**src/rtl/taillight_pkg.sv**
```systemverilog
// rtl/taillight_pkg.sv - shared encodings, lamp patterns and sequence tables for the taillight decoder
package taillight_pkg;

    typedef enum logic [1:0] {
        MODE_OFF        = 2'd0,
        MODE_TURN       = 2'd1,
        MODE_BRAKE      = 2'd2,
        MODE_BRAKE_TURN = 2'd3
    } mode_e;

    typedef enum logic [2:0] {
        S_OFF,
        S_AMB,
        S_BRAKE,
        S_TURN,
        S_BTURN
    } state_e;

    localparam logic [2:0] PAT_OFF = 3'b000;
    localparam logic [2:0] PAT_1   = 3'b001;
    localparam logic [2:0] PAT_3   = 3'b011;
    localparam logic [2:0] PAT_7   = 3'b111;
    localparam logic [2:0] PAT_6   = 3'b110;
    localparam logic [2:0] PAT_4   = 3'b100;

    // Element [0] is phase 0.
    localparam logic [3:0][2:0] TURN_SEQ  = {PAT_OFF, PAT_7, PAT_3, PAT_1};
    localparam logic [3:0][2:0] BTURN_SEQ = {PAT_OFF, PAT_4, PAT_6, PAT_7};

    function automatic logic [2:0] next_pat(input state_e st, input logic [1:0] ph);
        logic [1:0] ph_n;
        ph_n = ph + 2'd1;
        return (st == S_BTURN) ? BTURN_SEQ[ph_n] : TURN_SEQ[ph_n];
    endfunction

    function automatic mode_e mode_of(input state_e st);
        case (st)
            S_TURN:         return MODE_TURN;
            S_BTURN:        return MODE_BRAKE_TURN;
            S_AMB, S_BRAKE: return MODE_BRAKE;
            default:        return MODE_OFF;
        endcase
    endfunction

endpackage

```
**src/rtl/taillight_side_decoder.sv**
```systemverilog
// rtl/taillight_side_decoder.sv - one side: input register, hold counter, protocol FSM and err pulse
module taillight_side_decoder
    import taillight_pkg::*;
#(
    parameter int STEP_CYCLES = 5,
    parameter int CNT_W       = 4
) (
    input  logic       clk,
    input  logic       rst,
    input  logic [2:0] pattern,
    output logic [1:0] mode,
    output logic [1:0] phase,
    output logic       seq_err
);

    localparam logic [CNT_W-1:0] STEP     = CNT_W'(STEP_CYCLES);
    localparam logic [CNT_W-1:0] HOLD_MAX = CNT_W'(STEP_CYCLES + 1);

    logic [2:0]       pat_q;
    logic [2:0]       pat_prev_q;
    logic [CNT_W-1:0] hold_q;
    logic [CNT_W-1:0] hold_cur;
    state_e           state_q;
    state_e           state_d;
    logic [1:0]       phase_q;
    logic [1:0]       phase_d;
    logic             first_q;
    logic             first_d;
    logic             ovf_q;
    logic             ovf_d;
    logic             err_d;
    logic             chg;
    logic             over;
    logic             resync;
    logic [2:0]       exp_pat;
    mode_e            mode_q;

    always_ff @(posedge clk) begin
        if (rst) begin
            pat_q      <= PAT_OFF;
            pat_prev_q <= PAT_OFF;
            hold_q     <= '0;
            state_q    <= S_OFF;
            phase_q    <= 2'd0;
            first_q    <= 1'b1;
            ovf_q      <= 1'b0;
            mode_q     <= MODE_OFF;
            seq_err    <= 1'b0;
        end else begin
            pat_q      <= pattern;
            pat_prev_q <= pat_q;
            hold_q     <= hold_cur;
            state_q    <= state_d;
            phase_q    <= phase_d;
            first_q    <= first_d;
            ovf_q      <= ovf_d;
            mode_q     <= mode_of(state_d);
            seq_err    <= err_d;
        end
    end

    // hold_q is the stable length of the previous pattern, so on a change it is the departed segment length.
    always_comb begin
        chg      = (pat_q != pat_prev_q);
        hold_cur = chg ? CNT_W'(1) : ((hold_q == HOLD_MAX) ? HOLD_MAX : hold_q + CNT_W'(1));
        over     = !chg && (hold_cur > STEP);
        exp_pat  = next_pat(state_q, phase_q);
        state_d  = state_q;
        phase_d  = phase_q;
        first_d  = first_q;
        ovf_d    = ovf_q;
        err_d    = 1'b0;
        resync   = 1'b0;

        case (state_q)
            S_OFF: begin
                if (chg) resync = 1'b1;
            end
            S_AMB, S_BRAKE: begin
                if (state_q == S_AMB && over) begin
                    state_d = S_BRAKE;
                end else if (chg) begin
                    if (pat_q == PAT_6 || pat_q == PAT_OFF || pat_q == PAT_1) resync = 1'b1;
                    else                                                      err_d  = 1'b1;
                end
            end
            S_TURN, S_BTURN: begin
                if (chg) begin
                    if (pat_q == exp_pat) begin
                        phase_d = phase_q + 2'd1;
                        first_d = 1'b0;
                        ovf_d   = 1'b0;
                        if (!first_q && hold_q != STEP) err_d = 1'b1;
                    end else begin
                        err_d  = 1'b1;
                        resync = 1'b1;
                    end
                end else if (over) begin
                    if (pat_q == PAT_OFF) begin
                        state_d = S_OFF;
                        phase_d = 2'd0;
                    end else if (pat_q == PAT_7) begin
                        state_d = S_BRAKE;
                        phase_d = 2'd0;
                    end else if (!ovf_q) begin
                        err_d = 1'b1;
                        ovf_d = 1'b1;
                    end
                end
            end
            default: begin
                state_d = S_OFF;
                phase_d = 2'd0;
            end
        endcase

        // Re-entry treats the new pattern as if seen from S_OFF and starts a fresh, unchecked segment.
        if (resync) begin
            first_d = 1'b1;
            ovf_d   = 1'b0;
            phase_d = 2'd0;
            case (pat_q)
                PAT_OFF: state_d = S_OFF;
                PAT_1:   state_d = S_TURN;
                PAT_3: begin
                    state_d = S_TURN;
                    phase_d = 2'd1;
                end
                PAT_6: begin
                    state_d = S_BTURN;
                    phase_d = 2'd1;
                end
                PAT_4: begin
                    state_d = S_BTURN;
                    phase_d = 2'd2;
                end
                PAT_7:   state_d = S_AMB;
                default: begin
                    state_d = S_OFF;
                    err_d   = 1'b1;
                end
            endcase
        end
    end

    assign mode  = mode_q;
    assign phase = phase_q;

endmodule

```
**src/rtl/taillight_pattern_decoder.sv**
```systemverilog
// rtl/taillight_pattern_decoder.sv - two-side taillight bus monitor with conflict flag and error counter
module taillight_pattern_decoder
    import taillight_pkg::*;
#(
    parameter int STEP_CYCLES = 5,
    parameter int CNT_W       = 4,
    parameter int ERR_CNT_W   = 8
) (
    input  logic                 clk,
    input  logic                 rst,
    input  logic [2:0]           left_taillight_control,
    input  logic [2:0]           right_taillight_control,
    output logic [1:0]           left_mode,
    output logic [1:0]           right_mode,
    output logic [1:0]           left_phase,
    output logic [1:0]           right_phase,
    output logic                 left_seq_err,
    output logic                 right_seq_err,
    output logic                 conflict,
    output logic [ERR_CNT_W-1:0] err_count
);

    logic [ERR_CNT_W:0] err_sum;

    taillight_side_decoder #(
        .STEP_CYCLES (STEP_CYCLES),
        .CNT_W       (CNT_W)
    ) u_left (
        .clk     (clk),
        .rst     (rst),
        .pattern (left_taillight_control),
        .mode    (left_mode),
        .phase   (left_phase),
        .seq_err (left_seq_err)
    );

    taillight_side_decoder #(
        .STEP_CYCLES (STEP_CYCLES),
        .CNT_W       (CNT_W)
    ) u_right (
        .clk     (clk),
        .rst     (rst),
        .pattern (right_taillight_control),
        .mode    (right_mode),
        .phase   (right_phase),
        .seq_err (right_seq_err)
    );

    // Brake on one side with brake+turn on the other is legal; only two animated sides conflict.
    assign conflict = (left_mode == MODE_TURN  || left_mode == MODE_BRAKE_TURN) &&
                      (right_mode == MODE_TURN || right_mode == MODE_BRAKE_TURN);

    assign err_sum = {1'b0, err_count} + {{ERR_CNT_W{1'b0}}, left_seq_err}
                                       + {{ERR_CNT_W{1'b0}}, right_seq_err};

    always_ff @(posedge clk) begin
        if (rst) begin
            err_count <= '0;
        end else if (err_sum[ERR_CNT_W]) begin
            err_count <= '1;
        end else begin
            err_count <= err_sum[ERR_CNT_W-1:0];
        end
    end

endmodule

```
**config.mk**
```make
export PLATFORM = sky130hd
export DESIGN_NAME = taillight_pattern_decoder
export DESIGN_NICKNAME = d
export VERILOG_FILES = /design/src/rtl/taillight_pkg.sv /design/src/rtl/taillight_side_decoder.sv /design/src/rtl/taillight_pattern_decoder.sv
export SDC_FILE = /design/constraint.sdc
export NUM_CORES = 1
export LEC_CHECK = 0
export BUFFER_PORTS_ARGS = -buffer_cell sky130_fd_sc_hd__buf_2
export CORE_MARGIN = 2
export CORE_UTILIZATION = 40
export CTS_CLUSTER_SIZE = 10
export DETAILED_ROUTE_END_ITERATION = 6
export HOLD_SLACK_MARGIN = 0.05
export SETUP_SLACK_MARGIN = 0.3
export SLEW_MARGIN = 15
export SYNTH_ARGS = -nofsm -noshare
export SYNTH_HDL_FRONTEND = slang
export SYNTH_SLANG_ARGS = --single-unit
```
**constraint.sdc**
```tcl
create_clock -name clk -period 2.85 [get_ports clk]
set_input_delay 0.285 -clock clk [delete_from_list [all_inputs] [get_ports clk]]
set_output_delay 0.285 -clock clk [all_outputs]
set_load 0.02 [all_outputs]
```
* After elaboration in Yosys (flattened, before gate mapping) *
Index checks and enable logic that the tools add are counted.

storage, ports and cells
  register bits = 48
  logic and storage cells = 227

operators by class
  add/subtract/negate cells = 6
  order comparisons = 4
  equality and inequality tests = 52
  multiplexer cells = 99
  reductions and logical operators = 47

operator list
  kind                                                            count
  2-to-1 mux 3 bit                                                18
  2-to-1 mux 1 bit                                                46
  one-hot mux 3 bit (3 select lines)                              4
  == test 3 x 2 -> 1 bit (second input constant)                  10
  == test 3 bit (second input constant)                           10
  OR reduction 2 bit                                              14
  binary-select mux 3 bit (select 2 bit)                          4
  2-to-1 mux 2 bit                                                12
  == test 3 x 1 -> 1 bit (second input constant)                  6
  2-to-1 mux 4 bit                                                4
  one-hot mux 2 bit (2 select lines)                              4
  logical NOT 3 bit                                               4
  inequality test 2 x 1 -> 1 bit (second input constant)          6
  one-hot mux 2 bit (3 select lines)                              2
  OR reduction 6 bit                                              2
  inequality test 5 x 1 -> 1 bit (second input constant)          2
  AND reduction 5 bit                                             2
  adder 8 x 1 -> 9 bit                                            1
  adder 9 x 1 -> 9 bit                                            1
  adder 4 x 1 -> 4 bit (second input constant)                    2
  == test 4 x 3 -> 1 bit (second input constant)                  2
  greater-than comparator 4 x 3 -> 1 bit (second input constant)  2
  2-to-1 mux 8 bit                                                1
  inequality test 4 x 1 -> 1 bit (second input constant)          2
  other kinds (18)                                                47

* Depth between registers and ports, before layout *
  depth in word-level cells = 12
  depth in mapped cells = 9
  depth with buffers taken out = 9

* By module *
From an unflattened synthesis, not the netlist that was laid out.

unflattened totals
  cells, all modules = 360
  area, all modules = 3021.6 sq um

modules (own cells, without submodules)
  module                             times used  cells each  area an instance (sq um)  seq. area each (sq um)
  taillight_side_decoder at u_left   1           161         1360.1                    400.4
  taillight_side_decoder at u_right  1           158         1270.0                    400.4
  taillight_pattern_decoder          1           41          391.6                     160.2

* Worst setup path after synthesis *
OpenSTA, ideal clock, no wires.

  path type = flip-flop to flip-flop
  start = register u_left.hold_q[0]
  end = register u_left.mode_q[1], in the netlist u_left.mode[1]
  library setup time = 0.117 ns
  arrival = 2.204 ns
  data required time = 2.733 ns
  setup slack = 0.529 ns
  stages on the path, launching flop included = 10
  buffers on the path = 0
  clock period less this slack = 2.321 ns
  path through = dfxtp_1 -> inv_1 -> ha_1 -> nand3b_1 -> a21o_1 -> a31oi_4 -> nand4_1 -> a32o_1 -> o31a_1 -> a32o_1

on the way
  word-level cells in the longest chain between the ends = 12
  elaborated cells between the ends (all ways) = 20

RTL lines
  element                                                                                   line                                                        source
  start: declaration                                                                        taillight_side_decoder.sv:21                                logic [CNT_W-1:0] hold_q;
  start signal: assignment                                                                  taillight_side_decoder.sv:52                                hold_q <= hold_cur;
  adder 4 x 1 -> 4 bit or == test 4 x 3 -> 1 bit (tied branches)                            taillight_side_decoder.sv:65                                hold_cur = chg ? CNT_W'(1) : ((hold_q == HOLD_MAX) ? HOLD_MAX : hold_q + CNT_W'(1));
  2-to-1 mux 4 bit * (2 in series)                                                          taillight_side_decoder.sv:65
  greater-than comparator 4 x 3 -> 1 bit *                                                  taillight_side_decoder.sv:66                                over = !chg && (hold_cur > STEP);
  logical AND 1 bit *                                                                       taillight_side_decoder.sv:66
  2-to-1 mux 3 bit or logical AND 1 bit (tied branches)                                     taillight_side_decoder.sv:98, taillight_side_decoder.sv:80
  2-to-1 mux 3 bit, or another cell as far along                                            taillight_side_decoder.sv:88                                if (chg) begin
  one-hot mux 3 bit (3 select lines) or one-hot mux 1 bit (3 select lines) (tied branches)  taillight_side_decoder.sv:75                                case (state_q)
  2-to-1 mux 3 bit *                                                                        taillight_side_decoder.sv:118                               if (resync) begin
  == test 3 x 1 -> 1 bit or == test 3 x 2 -> 1 bit (tied branches)                          taillight_pkg.sv:37                                         case (st)
  OR reduction 2 bit                                                                        taillight_pkg.sv:37
  one-hot mux 2 bit (3 select lines) *                                                      taillight_pkg.sv:37
  end signal: assignment                                                                    taillight_side_decoder.sv:57                                mode_q <= mode_of(state_d);
  end: declaration                                                                          taillight_side_decoder.sv:36                                mode_e mode_q;

Mark *: on every way between the ends. The rest lies on a longest branch, timed or not.
A chain may end at the register's enable or synchronous reset.

* Final worst setup path *
Ends and elaborated chain as after synthesis.

==> flow_summary.yaml <==
outcome:
  run_status: "finished, final reports clean"
die:
  die_w_um: 88.3
  io_pins: 27
  start_util: 0.416
  rows: 30
  coreArea_um2: 6830
  floorplan.die_area_um2: 7800
  fp.dieH_um: 88.3
logic_synthesis:
  synth_common_cells: "dfxtp_1, a21oi_1, nor2_1"
  synth_flop_cell: "dfxtp_1"
  ys_ff_latch: 48
  yosys_warnings: 0
  synth_area_um2: 2840
  synthCells: 350
  synth_area_per_cell_um2: 8.13
  synth_compound_area_frac: 0.228
  yosys.area.top_type_share: 0.338
  synth.most_common_cell: "dfxtp_1"
  synthMuxAreaShare: 0.0216
  synth-simple-area-share: 0.274
  synth_top_family_by_area: "simple AND/OR/NAND/NOR gates"
  synth_edf_count: 0
  syn_nets: 366
  synth_async_sr_flop_share: 0
  synth_fa_ha_area_frac: 0.0378
  netlist.top_cell.by_area: "dfxtp_1"
  synth_area_leaders: "dfxtp_1, a21oi_1, nor2b_1, nor2_1, nand2_1"
  synthXorXnorAreaFrac: 0.0427
  seq_area_frac_synth: 0.338
  synth.distinct_cells: 64
placement:
  gp_congestion: 0.837
  dpl.hpwl_um: 4730
  port_buffers: 26
clocking:
  path_clk_slew_ps: 90
  htree_levels: 2
  clkLatencyLatePin_ps: 300
  root_buffer: "clkbuf_8"
  cts.sinks: 48
  clockBufferDepth: 2
  cts_buffers: 5
  tritoncts: "done"
pwr:
  p_switching_uw: 505
  p_total_uw: 1630
  p_clk_frac: 0.302
  p_per_area_nw_per_um2: 508
  switching_share: 0.309
  seqPwrFrac: 0.470
  combPwrFrac: 0.229
  internal_power_uw: 1130
  ir_drop_v: 0.000183
  p_leak_uw: 0.00128
drt:
  drc: 0
  vias: 2581
  wl_per_cell_um: 13.9
  ant_nets: 0
  dr.pass1.iters: 6
  drt_wl_total_um: 6560
  drt-vias-per-instance: 5.46
  first_iter_violations: 107
sta:
  clock_skew_ps: 7.62
  min_period_ps: 2400
  worst_pin_slew_ps: 732
  timing.fmax_mhz: 417
  period_share: 0.841
  setup_tns_ps: 0
  maxSlewHeadroom: 0.512
  finalMaxSlewViolations: 0
  whs_ps: 192
  setup_viol: 0
  hold_violations: 0
  rsz0062_at_grt: "no"
global_route:
  grtUsageTotal: 0.173
  grt_overflow: 0
  grt_pass1_wl_um: 10800
  antenna_found_initial: 0
  grt_pass1_vias: 2318
  grt_max_degree: 40
finish:
  synthToLayoutAreaGrowth_pct: 13.2
  n_antenna_cell: 0
  fin_util: 0.471
  layout.nets: 392
  final_layout_size_suffix_gt1_frac: 0.154
worst_setup_path:
  cp.required_ps: 3040
  path_class: "flop to flop"
  cp_data_arrival_time_ps: 2590
  worstPathMaxFanout: 6
  crit_path_start_kind: "flop"
  critPathCaptureType: "flop"
min_path:
  hold_path_class: "primary input to flop"
flow_run:
  maxCapViolations: 0
==> state kept, by name (all words and copies together), names as in the netlist, 3 cells and up <==
signal              cells
u_right.state_q         3
u_right.pat_q           3
u_right.pat_prev_q      3
u_left.pat_prev_q       3
u_left.pat_q            3
err_count               8
u_right.hold_q          4
u_left.hold_q           4
u_left.state_q          3
==> cell families after synthesis <==
kind of cell	Yosys count
flops	48
xor+xnor	13
compound gates	94
mux	6
buf+inv	38
simple gates	143
fa+ha+maj	8
==> power by group through the flow <==
stage	clock network, uW	logic, uW	registers, uW
2_1_floorplan	0	269	785
3_3_place_gp	0	363	782
3_5_place_dp	0	365	782
4_1_cts	509	367	766
5_1_grt	538	418	777
6_report	493	374	768
==> worst max-delay path, stage by stage (launching register included) <==
cell and delay [ps]:
dfxtp_2 380, inv_1 60, ha_1 310, nand3b_1 160
a21o_1 210, a31oi_4 240, nand4_1 120, a32o_1 300
o31a_1 310, a32o_1 210
==> through the flow <==
stage / setup slack, ps / instances / cell area, um^2
floorplan: 529 / 350 / 2840
global placement: 420 / 462 / 3070
detailed placement: 368 / 462 / 3070
CTS: 300 / 470 / 3180
global route: 317 / 473 / 3220
finish: 454 / 473 / 3220
==> what timing repair did <==
action | 4_1_cts | 5_1_grt
setup buffers | 0 | 3
hold endpoints to repair | 0 | 0
hold buffers | 0 | 0
setup endpoints to repair | 0 | 10
gates resized for setup | 0 | 7
==> per-layer routing <==
metal | wire length (um) | vias to the layer above | GRT usage
li1 | - | 1309 | -
met2 | 3290 | 44 | 0.293
met5 | 0 | - | 0
met1 | 3050 | 1224 | 0.227
met4 | 46 | 0 | 0.0482
met3 | 177 | 4 | 0.0308
==> layout make-up <==
class                           instances  area [um^2]
Clock buffer                            5         68.8
Clock inverter                          3         42.5
Fill cell                             700         3610
Inverter                               20         75.1
Multi-Input combinational cell        264         1740
Sequential cell                        48          963
Tap cell                               96          120
Timing Repair Buffer                   37          213
==> worst paths after layout <==
kind,startpoint,to,slack [ps],depth (start not counted)
setup reg to reg,u_left.hold_q[0],u_left.mode[1],450,9
hold / removal,right_taillight_control[0],u_right.pat_q[0],190,2
hold reg to reg,u_right.first_q,u_right.first_q,480,2
setup / recovery,u_left.hold_q[0],u_left.mode[1],450,9
==> cell usage in the layout, fill, tap and decap left out, drive strengths merged, types with 3 or more instances in the layout <==
master and n:
a211oi 5, a21boi 3, a21o 5, a21oi 28, a221oi 3, a31oi 8, a32o 3, and3 4
buf 37, clkbuf 5, dfxtp 48, ha 7, inv 19, mux2i 5, nand2 26, nand2b 10
nand3 10, nand4 4, nand4b 3, nor2 28, nor2b 19, nor3 12, nor3b 5, nor4 4
o211ai 3, o21a 4, o21ai 11, o22ai 3, or2 3, xnor2 6, xor2 7
Power figures use the tool's default switching activity.
